===== config.mk =====
export PLATFORM = sky130hd
export DESIGN_NAME = conv_sign_to_unsign_pipe
export DESIGN_NICKNAME = d
export VERILOG_FILES = /design/src/rtl/conv_pkg.sv /design/src/rtl/conv_sign_to_unsign_core.sv /design/src/rtl/conv_sign_to_unsign_pipe.sv
export SDC_FILE = /design/constraint.sdc
export NUM_CORES = 1
export LEC_CHECK = 0
export CAP_MARGIN = 40
export CORE_MARGIN = 5
export CORE_UTILIZATION = 49
export DETAILED_ROUTE_END_ITERATION = 10
export GPL_ROUTABILITY_DRIVEN = 0
export GPL_TIMING_DRIVEN = 1
export PLACE_DENSITY = 0.93
export SLEW_MARGIN = 20
export SYNTH_ARGS = -nofsm -noshare
export SYNTH_HDL_FRONTEND = slang
export SYNTH_SLANG_ARGS = --single-unit
export TNS_END_PERCENT = 10

===== constraint.sdc =====
create_clock -name clk -period 3 [get_ports clk]
set_input_delay 0.3 -clock clk [delete_from_list [all_inputs] [get_ports clk]]
set_output_delay 0.3 -clock clk [all_outputs]
set_load 0.01 [all_outputs]

===== src/rtl/conv_pkg.sv =====
// Shared types, default widths and helpers for the signed-to-offset-binary
// DAC converter. Optional saturation counter: CONV_SIGN_TO_UNSIGN_SAT_COUNT_EN.
package conv_pkg;

    // Default geometry. The rounding offset and the code limits below follow from it.
    localparam int DEF_N_IN       = 16;
    localparam int DEF_N_OUT      = 14;
    localparam int DEF_RND_OFFSET = 1 << (DEF_N_IN - DEF_N_OUT - 1);
    localparam int DEF_R_MAX      = (1 << (DEF_N_OUT - 1)) - 1;
    localparam int DEF_R_MIN      = -(1 << (DEF_N_OUT - 1));

    // Width of a channel index. A single channel still gets one bit.
    function automatic int clog2_min1(input int n);
        return (n <= 1) ? 1 : $clog2(n);
    endfunction

    typedef enum logic [0:0] {
        IDLE = 1'b0,
        SEND = 1'b1
    } conv_state_t;

endpackage


===== src/rtl/conv_sign_to_unsign_core.sv =====
// Combinational single-sample converter. It reduces a signed sample from N_IN
// to N_OUT bits with round-half-up, clips at the positive limit and flips the
// MSB to produce an offset-binary code.
module conv_sign_to_unsign_core #(
    parameter int N_IN       = 16,
    parameter int N_OUT      = 14,
    parameter int LEGACY_MID = 0
) (
    input  logic [N_IN-1:0]  x,
    output logic [N_OUT-1:0] u,
    output logic             sat
);

    localparam int SHIFT = N_IN - N_OUT;
    localparam logic signed [N_IN:0] R_MAX = {{(SHIFT + 2){1'b0}}, {(N_OUT - 1){1'b1}}};
    localparam logic [N_OUT-1:0] MIN_CODE = {1'b1, {(N_OUT - 1){1'b0}}};

    logic signed [N_IN:0] ext_s;
    logic signed [N_IN:0] shr_s;
    logic [N_OUT-1:0]     r_s;

    assign ext_s = {x[N_IN-1], x};

    generate
        if (SHIFT > 0) begin : g_round
            localparam logic signed [N_IN:0] RND = {{N_IN{1'b0}}, 1'b1} << (SHIFT - 1);
            logic signed [N_IN:0] sum_s;
            assign sum_s = ext_s + RND;
            assign shr_s = sum_s >>> SHIFT;
        end else begin : g_noround
            assign shr_s = ext_s;
        end
    endgenerate

    // Clip to the top code, then convert to offset binary. The bottom cannot
    // clip because rounding only moves values upward.
    always_comb begin
        sat = 1'b0;
        r_s = shr_s[N_OUT-1:0];
        u   = {N_OUT{1'b0}};
        if (shr_s > R_MAX) begin
            sat = 1'b1;
            r_s = R_MAX[N_OUT-1:0];
        end else begin
            sat = 1'b0;
            r_s = shr_s[N_OUT-1:0];
        end
        if ((LEGACY_MID != 0) && (r_s == MIN_CODE)) begin
            u = MIN_CODE;
        end else begin
            u = {~r_s[N_OUT-1], r_s[N_OUT-2:0]};
        end
    end

endmodule


===== src/rtl/conv_sign_to_unsign_pipe.sv =====
// Streaming multi-channel converter. It accepts a bundle of CHANNELS signed
// samples, converts them all at once and then plays them out one channel per
// cycle. Optional saturation event counter: CONV_SIGN_TO_UNSIGN_SAT_COUNT_EN.
module conv_sign_to_unsign_pipe
    import conv_pkg::*;
#(
    parameter int N_IN       = 16,
    parameter int N_OUT      = 14,
    parameter int CHANNELS   = 2,
    parameter int LEGACY_MID = 0
) (
    input  logic                               clk,
    input  logic                               reset,
    input  logic [CHANNELS*N_IN-1:0]           in_data,
    input  logic                               in_valid,
    output logic                               in_ready,
    output logic [N_OUT-1:0]                   out_data,
    output logic [clog2_min1(CHANNELS)-1:0]    out_chan,
    output logic                               out_valid,
    input  logic                               out_ready,
    output logic                               out_last,
    output logic [15:0]                        sat_count
);

    localparam int CW = clog2_min1(CHANNELS);
    localparam logic [CW-1:0] LAST_CHAN = CW'(CHANNELS - 1);

    conv_state_t      state_q, state_d;
    logic [CW-1:0]    chan_q, chan_d;
    logic [N_OUT-1:0] bundle_q [CHANNELS];
    logic [N_OUT-1:0] conv_s   [CHANNELS];
    logic [CHANNELS-1:0] sat_vec_s;
    logic             load_s;
    logic             accept_s;
    logic             out_hs_s;

    generate
        for (genvar k = 0; k < CHANNELS; k++) begin : g_chan
            conv_sign_to_unsign_core #(
                .N_IN       (N_IN),
                .N_OUT      (N_OUT),
                .LEGACY_MID (LEGACY_MID)
            ) u_core (
                .x   (in_data[k*N_IN +: N_IN]),
                .u   (conv_s[k]),
                .sat (sat_vec_s[k])
            );
        end
    endgenerate

    assign out_valid = (state_q == SEND);
    assign out_chan  = chan_q;
    assign out_data  = bundle_q[chan_q];
    assign out_last  = out_valid && (chan_q == LAST_CHAN);
    assign in_ready  = (state_q == IDLE) || (out_ready && out_last);
    assign accept_s  = in_valid && in_ready;
    assign out_hs_s  = out_valid && out_ready;

    // Next-state logic. A new bundle is taken only while idle or on the cycle
    // that hands off the last channel, which keeps streaming gap-free.
    always_comb begin
        state_d = state_q;
        chan_d  = chan_q;
        load_s  = 1'b0;
        case (state_q)
            IDLE: begin
                if (accept_s) begin
                    load_s  = 1'b1;
                    chan_d  = {CW{1'b0}};
                    state_d = SEND;
                end else begin
                    state_d = IDLE;
                end
            end
            SEND: begin
                if (out_hs_s) begin
                    if (chan_q == LAST_CHAN) begin
                        chan_d = {CW{1'b0}};
                        if (accept_s) begin
                            load_s  = 1'b1;
                            state_d = SEND;
                        end else begin
                            state_d = IDLE;
                        end
                    end else begin
                        chan_d = chan_q + {{(CW-1){1'b0}}, 1'b1};
                    end
                end else begin
                    state_d = SEND;
                end
            end
            default: begin
                state_d = IDLE;
                chan_d  = {CW{1'b0}};
            end
        endcase
    end

    // State, channel pointer and bundle registers.
    always_ff @(posedge clk or posedge reset) begin
        if (reset) begin
            state_q <= IDLE;
            chan_q  <= {CW{1'b0}};
            for (int k = 0; k < CHANNELS; k++) begin
                bundle_q[k] <= {N_OUT{1'b0}};
            end
        end else begin
            state_q <= state_d;
            chan_q  <= chan_d;
            if (load_s) begin
                for (int k = 0; k < CHANNELS; k++) begin
                    bundle_q[k] <= conv_s[k];
                end
            end
        end
    end

`ifdef CONV_SIGN_TO_UNSIGN_SAT_COUNT_EN
    logic [15:0] sat_cnt_q, sat_cnt_d;
    logic [16:0] sat_num_s;
    logic [16:0] sat_sum_s;

    // Add this bundle's clip events to the running count, sticking at all-ones.
    always_comb begin
        sat_num_s = 17'd0;
        for (int k = 0; k < CHANNELS; k++) begin
            sat_num_s = sat_num_s + {16'd0, sat_vec_s[k]};
        end
        sat_sum_s = {1'b0, sat_cnt_q} + sat_num_s;
        if (!accept_s) begin
            sat_cnt_d = sat_cnt_q;
        end else if (sat_sum_s > 17'h0FFFF) begin
            sat_cnt_d = 16'hFFFF;
        end else begin
            sat_cnt_d = sat_sum_s[15:0];
        end
    end

    // Saturation counter register. Only reset clears it.
    always_ff @(posedge clk or posedge reset) begin
        if (reset) begin
            sat_cnt_q <= 16'h0000;
        end else begin
            sat_cnt_q <= sat_cnt_d;
        end
    end

    assign sat_count = sat_cnt_q;
`else
    logic unused_sat_s;
    assign unused_sat_s = ^sat_vec_s;
    assign sat_count    = 16'h0000;
`endif

endmodule


==> results of run 1 <==
## cell type report
class | instances | area [um2] | share of cell area
clock inverters | 2 | 60.1 | 0.0225
well taps | 50 | 62.6 | 0.0235
clock buffers | 6 | 82.6 | 0.0310
repair buffers | 55 | 541 | 0.203
multi-input cells | 180 | 1150 | 0.430
inverters | 6 | 22.5 | 0.00845
flip-flops and latches | 30 | 751 | 0.282
## per-stage QoR
stage	util	std cells
floorplan	-	241
global placement	0.631	321
detailed placement	0.631	321
CTS	0.667	329
global route	0.667	329
finish	0.667	329
## routing by layer
layer / part of all wire / track usage / up-vias
met1: 0.40 / 0.215 / 848
met5: 0 / 0 / -
met3: 0.057 / 0.0568 / 11
li1: - / - / 855
met4: 0.015 / 0.0613 / 0
met2: 0.53 / 0.316 / 64
## state kept, by name, indices dropped and copies added, names as in the netlist
name / flops
out_valid: 1
out_chan: 1
bundle_q: 28
## cell usage in the layout, fill, tap and decap left out, types with 3 or more instances in the layout
cell type	instances
sky130_fd_sc_hd__nor4_1	7
sky130_fd_sc_hd__xor2_1	6
sky130_fd_sc_hd__mux2_2	14
sky130_fd_sc_hd__and2_1	3
sky130_fd_sc_hd__a21oi_2	8
sky130_fd_sc_hd__buf_4	4
sky130_fd_sc_hd__o21ai_0	3
sky130_fd_sc_hd__dfrtp_1	30
sky130_fd_sc_hd__nand3_1	11
sky130_fd_sc_hd__a21oi_1	18
sky130_fd_sc_hd__nand2_1	13
sky130_fd_sc_hd__clkdlybuf4s50_1	51
sky130_fd_sc_hd__nor2_2	3
sky130_fd_sc_hd__nor3_1	4
sky130_fd_sc_hd__clkbuf_8	6
sky130_fd_sc_hd__xnor2_1	16
sky130_fd_sc_hd__nor2_1	31
sky130_fd_sc_hd__conb_1	16
sky130_fd_sc_hd__inv_1	6
sky130_fd_sc_hd__nand2b_1	3
## synthesized netlist by cell type, types with 2 or more instances
master / n
sky130_fd_sc_hd__nor2_1: 31
sky130_fd_sc_hd__dfrtp_1: 30
sky130_fd_sc_hd__a21oi_1: 18
sky130_fd_sc_hd__buf_4: 18
sky130_fd_sc_hd__xnor2_1: 16
sky130_fd_sc_hd__mux2_2: 14
sky130_fd_sc_hd__nand2_1: 13
sky130_fd_sc_hd__nand3_1: 11
sky130_fd_sc_hd__a21oi_2: 8
sky130_fd_sc_hd__nor4_1: 7
sky130_fd_sc_hd__inv_1: 6
sky130_fd_sc_hd__xor2_1: 6
sky130_fd_sc_hd__buf_2: 5
sky130_fd_sc_hd__nor3_1: 4
sky130_fd_sc_hd__and2_1: 3
sky130_fd_sc_hd__nand2b_1: 3
sky130_fd_sc_hd__nor2_2: 3
sky130_fd_sc_hd__o21ai_0: 3
sky130_fd_sc_hd__a31oi_1: 2
sky130_fd_sc_hd__ha_1: 2
sky130_fd_sc_hd__nand4_1: 2
sky130_fd_sc_hd__nand4_2: 2
## worst register-to-register path, stage by stage, from the launching register on
cell and delay, ns:
sky130_fd_sc_hd__dfrtp_1 0.59, sky130_fd_sc_hd__a21bo_2 0.25, sky130_fd_sc_hd__and2_1 0.44, sky130_fd_sc_hd__buf_4 0.34, sky130_fd_sc_hd__nor2_1 0.08, sky130_fd_sc_hd__a21oi_1 0.15
## where the power goes
group	internal, mW	switching [mW]	total, mW
clock	0.354	0.157	0.511
combinational	0.555	0.429	0.985
sequential	0.599	0.130	0.729
## worst paths after layout
path,slack [ns],endpoint,depth (start not counted),from
max in group asynchronous,2.33,bundle_q[9],3,reset
hold / removal,0.39,bundle_q[2],3,reset
min in group clk,0.50,bundle_q[13],1,bundle_q[13]
setup reg to reg,1.06,bundle_q[22],5,out_chan
hold reg to reg,0.50,bundle_q[13],1,bundle_q[13]
setup / recovery,0.73,out_data[12],3,out_chan
## logic make-up after synthesis
family,Yosys count,share of synthesized area
compound gates,40,0.135
simple gates,85,0.211
flops,30,0.369
xor+xnor,22,0.0948
buf+inv,31,0.0936
mux,15,0.0825
fa+ha+maj,2,0.0123
other cells,1,0.00185
==> results.md, run 1 <==
* Result of the run: finished clean
* Yosys top cell by area: sky130_fd_sc_hd__dfrtp_1
* Fmax achieved at about 0.44 GHz
* Count of buffer and inverter cells on the critical path at 2
* Area inside the core boundary at 0.00400 mm2
* DRC violation total after the first TritonRoute iteration at ~140
* Residual DRC at 0
* Pre-CTS WS at 0.963 ns
* Final count of pins violating max slew at 0
* Gr usage total at 0.183
* Routed wirelength normalized by instance count at 14.9 um
* EDFF count, synth at 0
* Detailed Place HPWL at 3810 um
* Synth top area cells: sky130_fd_sc_hd__dfrtp_1, sky130_fd_sc_hd__mux2_2, sky130_fd_sc_hd__xnor2_1, sky130_fd_sc_hd__buf_4, sky130_fd_sc_hd__nor2_1
* Filler Cells Inserted at 309
* P_leak at 1.02 nW
* Count of nets left with antenna violations after detail routing at 0
* Setup repair after global routing missed its margin: no
* Root buffer cell: sky130_fd_sc_hd__clkbuf_8
* Worst-case setup margin in the final layout at ~0.73 ns
* Async S/R FF share, synth at 1.00
* Worst endpoint data arrival time at 1.97 ns
* Post-placement cell area at between 0.002 and 0.003 mm2
* Later-pin clock latency in the skew report at 0.29 ns
* DIE WIDTH at about 74 um
* Clock edge transition at the registers on the reported setup and hold paths at 0.07 ns
* Post-CTS setup buffer count at 0
* Final antenna diode count at 0
* Area of the mapped netlist at roughly 0.002 mm2
* CTS tree: built
* WS Path Type: flop to output port
* Count of different cell masters after synthesis at 41
* Setup TNS at 0 ns
* PnR Total Power at 2.22 mW
* Vias in the first global route at between 1.5k and 2k
* Slowest stage cell, crit path: sky130_fd_sc_hd__dfrtp_1
* Period Utilization, post-route at 0.757
* Register area share after synthesis at 0.369
* Largest voltage drop on the vdd net at 0.721 mV
* Quantity of gates resized following cts at 0
* Wire length after detailed routing at 4890 um
* Number of port buffers at 51
* Post-Synthesis Mean Instance Area at 8.99 um2
* Share of the synthesized area in the top cell type at 0.369
* Total die area at around 0.0055 mm2
* Critical-path cell list: buf_4 -> mux2_2 -> clkdlybuf4s50_1
* Vert. Die Dim at 74.4 um
* Worst Path Max Fanout at 11
* Buffers from clock root to sink, at most at 2
* Startpoint class of the critical path: flop
* TritonCTS buffer count at 5
* Number of synthesized register bits at 30
* Worst hold margin at 0.387 ns
* Data required time at the worst endpoint at around 2.7 ns
* Number of max-cap violations at 0
* Fin area at between 0.002 and 0.003 mm2
* Number of nets at the end of the flow at 316
* Clock Sink Count at 30
* Final count of negative-setup-slack endpoints at 0
* Cell family with the largest share of critical-path delay: buffers and inverters
* # IOs at 70
* Core Rows at 23
* Share of cells above drive strength 1 at 0.158
* Pwr per Cell Area at 834 mW/mm2
* Post-synthesis cell count at 226
* H-tree depth at 2
* Clock Skews at just under 0.008 ns
* Path category of the worst min-delay check: input port to async pin
* Vias per Instance at between 5 and 6
* Tmin final at 2.27 ns
* Primary FF master, synth: sky130_fd_sc_hd__dfrtp_1
* Global-route congestion overflow total at 0
* Yosys synthesis warning count at 0
* Max incr delay on CP at 0.59 ns
* Hold Vio Cnt, Final at 0
* Initial antenna violation count at 0
* Syn-to-layout area delta at 31.2%
* First-pass GRT wire length at 7670 um
* Type of destination of the critical path: output port
* Maximum number of pins on one net before global-route repair at 31
* Drt pass-1 iters at 4
* Initial Util at 0.508
* Count of hold buffers inserted by post-cts repair at 0
* Detailed-route via count at between 1.5k and 2k
No activity file was read; power rests on OpenSTA's default activity.
==> run 2: changes to the inputs <==
- CORE_UTILIZATION: 49 -> 46
- PLACE_DENSITY: 0.93 -> 0.88
- clock period: 3 -> 2.3 ns (I/O delays scaled with it)
==> results.md, run 2 (synthesized netlist as in run 1, its figures left out) <==
* Clock edge transition at the registers on the reported setup and hold paths at 0.07 ns (about the same)
* Detailed-route via count at 1756 (-1.2%)
* # IOs at 70 (unchanged)
* Max incr delay on CP at 0.49 ns (-0.10 ns)
* Global-route congestion overflow total at 0 (unchanged)
* Final Non-Filler Cells at 332 (+0.91%)
* Residual DRC at 0 (unchanged)
* Filler Cells Inserted at 378 (+22%)
* Data required time at the worst endpoint at 2.07 ns (-0.63 ns)
* Number of port buffers at 51 (unchanged)
* Net switching power of the design at 0.930 mW (+30%)
* GRT met2 Usage at 0.287 (-0.0293)
* Later-pin clock latency in the skew report at 0.29 ns (about the same)
* Area inside the core boundary at 0.00432 mm2 (+8.1%)
* Met1 track utilization from global routing at 0.206 (-0.00895)
* Final antenna diode count at 0 (unchanged)
* WS Path Type: flop to output port
* Setup TNS at 0 ns (unchanged)
* Gr usage total at 0.170 (-0.0127)
* Cell internal pwr at 1.75 mW (+16%)
* Total placed cells including tap cells at 324 (+0.93%)
* Worst endpoint data arrival time at 1.76 ns (-0.21 ns)
* Clock Skews at 0.00527 ns (-0.00246 ns)
* Syn-to-layout area delta at 29.2%
* Grt peak-use layer: met2
* P_leak at 1.00 nW (-1.8%)
* Fin area at 0.00263 mm2 (-1.5%)
* Most frequent cells in the layout: sky130_fd_sc_hd__clkdlybuf4s50_1, sky130_fd_sc_hd__nor2_1, sky130_fd_sc_hd__dfrtp_1
* Routed wirelength normalized by instance count at 14.8 um (-0.23%)
* Quantity of gates resized following cts at 0 (unchanged)
* Final count of negative-setup-slack endpoints at 0 (unchanged)
* Setup repair after global routing missed its margin: no
* Startpoint class of the critical path: flop
* Switching share of total power at 0.347 (+0.0246)
* Type of destination of the critical path: output port
* Wire length after detailed routing at 4920 um (+0.67%)
* Total die area at 0.00585 mm2 (+5.6%)
* H-tree depth at 2 (unchanged)
* Pwr per Cell Area at 1020 mW/mm2 (+22%)
* First-pass GRT wire length at 8180 um (+6.8%)
* Clock Sink Count at 30 (unchanged)
* Drt pass-1 iters at 4 (unchanged)
* Tmin final at between 1.5 and 2 ns
* Largest voltage drop on the vdd net at 0.920 mV (+28%)
* Path category of the worst min-delay check: input port to async pin
* Number of nets at the end of the flow at 317 (+0.32%)
* Number of max-cap violations at 0 (unchanged)
* Initial Util at 0.470 (-0.0381)
* Count of nets left with antenna violations after detail routing at 0 (unchanged)
* DRC violation total after the first TritonRoute iteration at 150 (+11%)
* Count of hold buffers inserted by post-cts repair at 0 (unchanged)
* Critical-path cell list: buf_4 -> mux2_2 -> clkdlybuf4s50_1
* Vias in the first global route at 1801 (+2.0%)
* Comb power frac at 0.487 (+0.044)
* Vias per Instance at 5.29 (-2.1%)
* Buffers from clock root to sink, at most at 2 (unchanged)
* Initial antenna violation count at 0 (unchanged)
* Core Rows at 24 (+4.3%)
* Fmax achieved at a little over 0.5 GHz
* Result of the run: finished clean
* Most common cell after layout, fill and taps aside: sky130_fd_sc_hd__clkdlybuf4s50_1
* Worst hold margin at 0.308 ns (-0.0782 ns)
* CTS tree: built
* Largest reg by FF count: bundle_q
* Vert. Die Dim at 76.5 um (+2.8%)
* Post-CTS setup buffer count at 0 (unchanged)
* Sequential cell fraction of total power at 0.348 (+0.020)
* Final count of pins violating max slew at 0 (unchanged)
* Maximum number of pins on one net before global-route repair at 31 (unchanged)
* Period Utilization, post-route at 0.865
* Slowest stage cell, crit path: sky130_fd_sc_hd__clkdlybuf4s50_1
* Core Util, Final at 0.607 (-0.0595)
* DIE WIDTH at 76.5 um (+2.8%)
* Proportion of power drawn by the clock network at 0.165 (-0.065)
* Max FFs per register at 28 (unchanged)
* Root buffer cell: sky130_fd_sc_hd__clkbuf_8
* Global-route met3 utilization at 0.0603 (+0.00353)
* Detailed Place HPWL at 3730 um (-2.2%)
* TritonCTS buffer count at 5 (unchanged)
* Hold Vio Cnt, Final at 0 (unchanged)
* Share of cells above drive strength 1 at 0.157 (-0.000563)
* Worst Path Max Fanout at 17 (+6)
* Post-placement cell area at 0.00253 mm2 (+0.40%)
==> run 2: changes by cell type in the layout (fill, tap and decap cells not counted) <==
| cell | previous run | this run |
|---|---|---|
| sky130_fd_sc_hd__bufinv_16 | 2 | 0 |
| sky130_fd_sc_hd__buf_4 | 4 | 5 |
| sky130_fd_sc_hd__clkinv_2 | 0 | 1 |
| sky130_fd_sc_hd__clkbuf_1 | 0 | 1 |
==> run 2: metrics by stage <==
step	setup WS (ns)	total power, mW
floorplan	0.772	1.64
global placement	0.381	2.20
detailed placement	0.320	2.24
CTS	0.301	2.70
global route	0.235	2.86
finish	0.311	2.68
==> run 2: path summary, 6_finish.rpt <==
kind	slack, ns	startpoint	endpoint	depth (start not counted)
setup / recovery	0.31	out_chan	out_data[0]	3
hold / removal	0.31	reset	bundle_q[2]	3
setup reg to reg	0.64	out_chan	bundle_q[8]	5
hold reg to reg	0.49	bundle_q[13]	bundle_q[13]	1
max in group asynchronous	1.71	reset	bundle_q[10]	3
min in group clk	0.49	bundle_q[13]	bundle_q[13]	1
==> run 2: power by group through the flow <==
stage	Clock [mW]	Sequential, mW	Combinational, mW
2_1_floorplan	0	0.887	0.754
3_3_place_gp	0	0.926	1.28
3_5_place_dp	0	0.940	1.30
4_1_cts	0.447	0.936	1.31
5_1_grt	0.479	0.962	1.42
6_report	0.442	0.933	1.31
==> run 2: routing by layer <==
metal | up-vias | wire length, um
met2 | 50 | 2550
met1 | 848 | 2020
met5 | - | 0
met3 | 9 | 297
li1 | 849 | -
met4 | 0 | 61
==> run 2: final cells by class <==
cell class                 instances  area [um2]  share of cell area
clock buffer                       7        86.3              0.0329
clock inverter                     1        5.00             0.00191
inverter                           6        22.5             0.00858
multi-input combinational        180        1150               0.437
sequential                        30         751               0.286
tap                               52        65.1              0.0248
timing repair buffer              56         548               0.209
==> run 2: critical path, delay by kind of cell (launching register included) <==
kind	cells	cell delay, ns
buffers and inverters	2	0.74
multiplexers	1	0.37
flip-flops	1	0.36
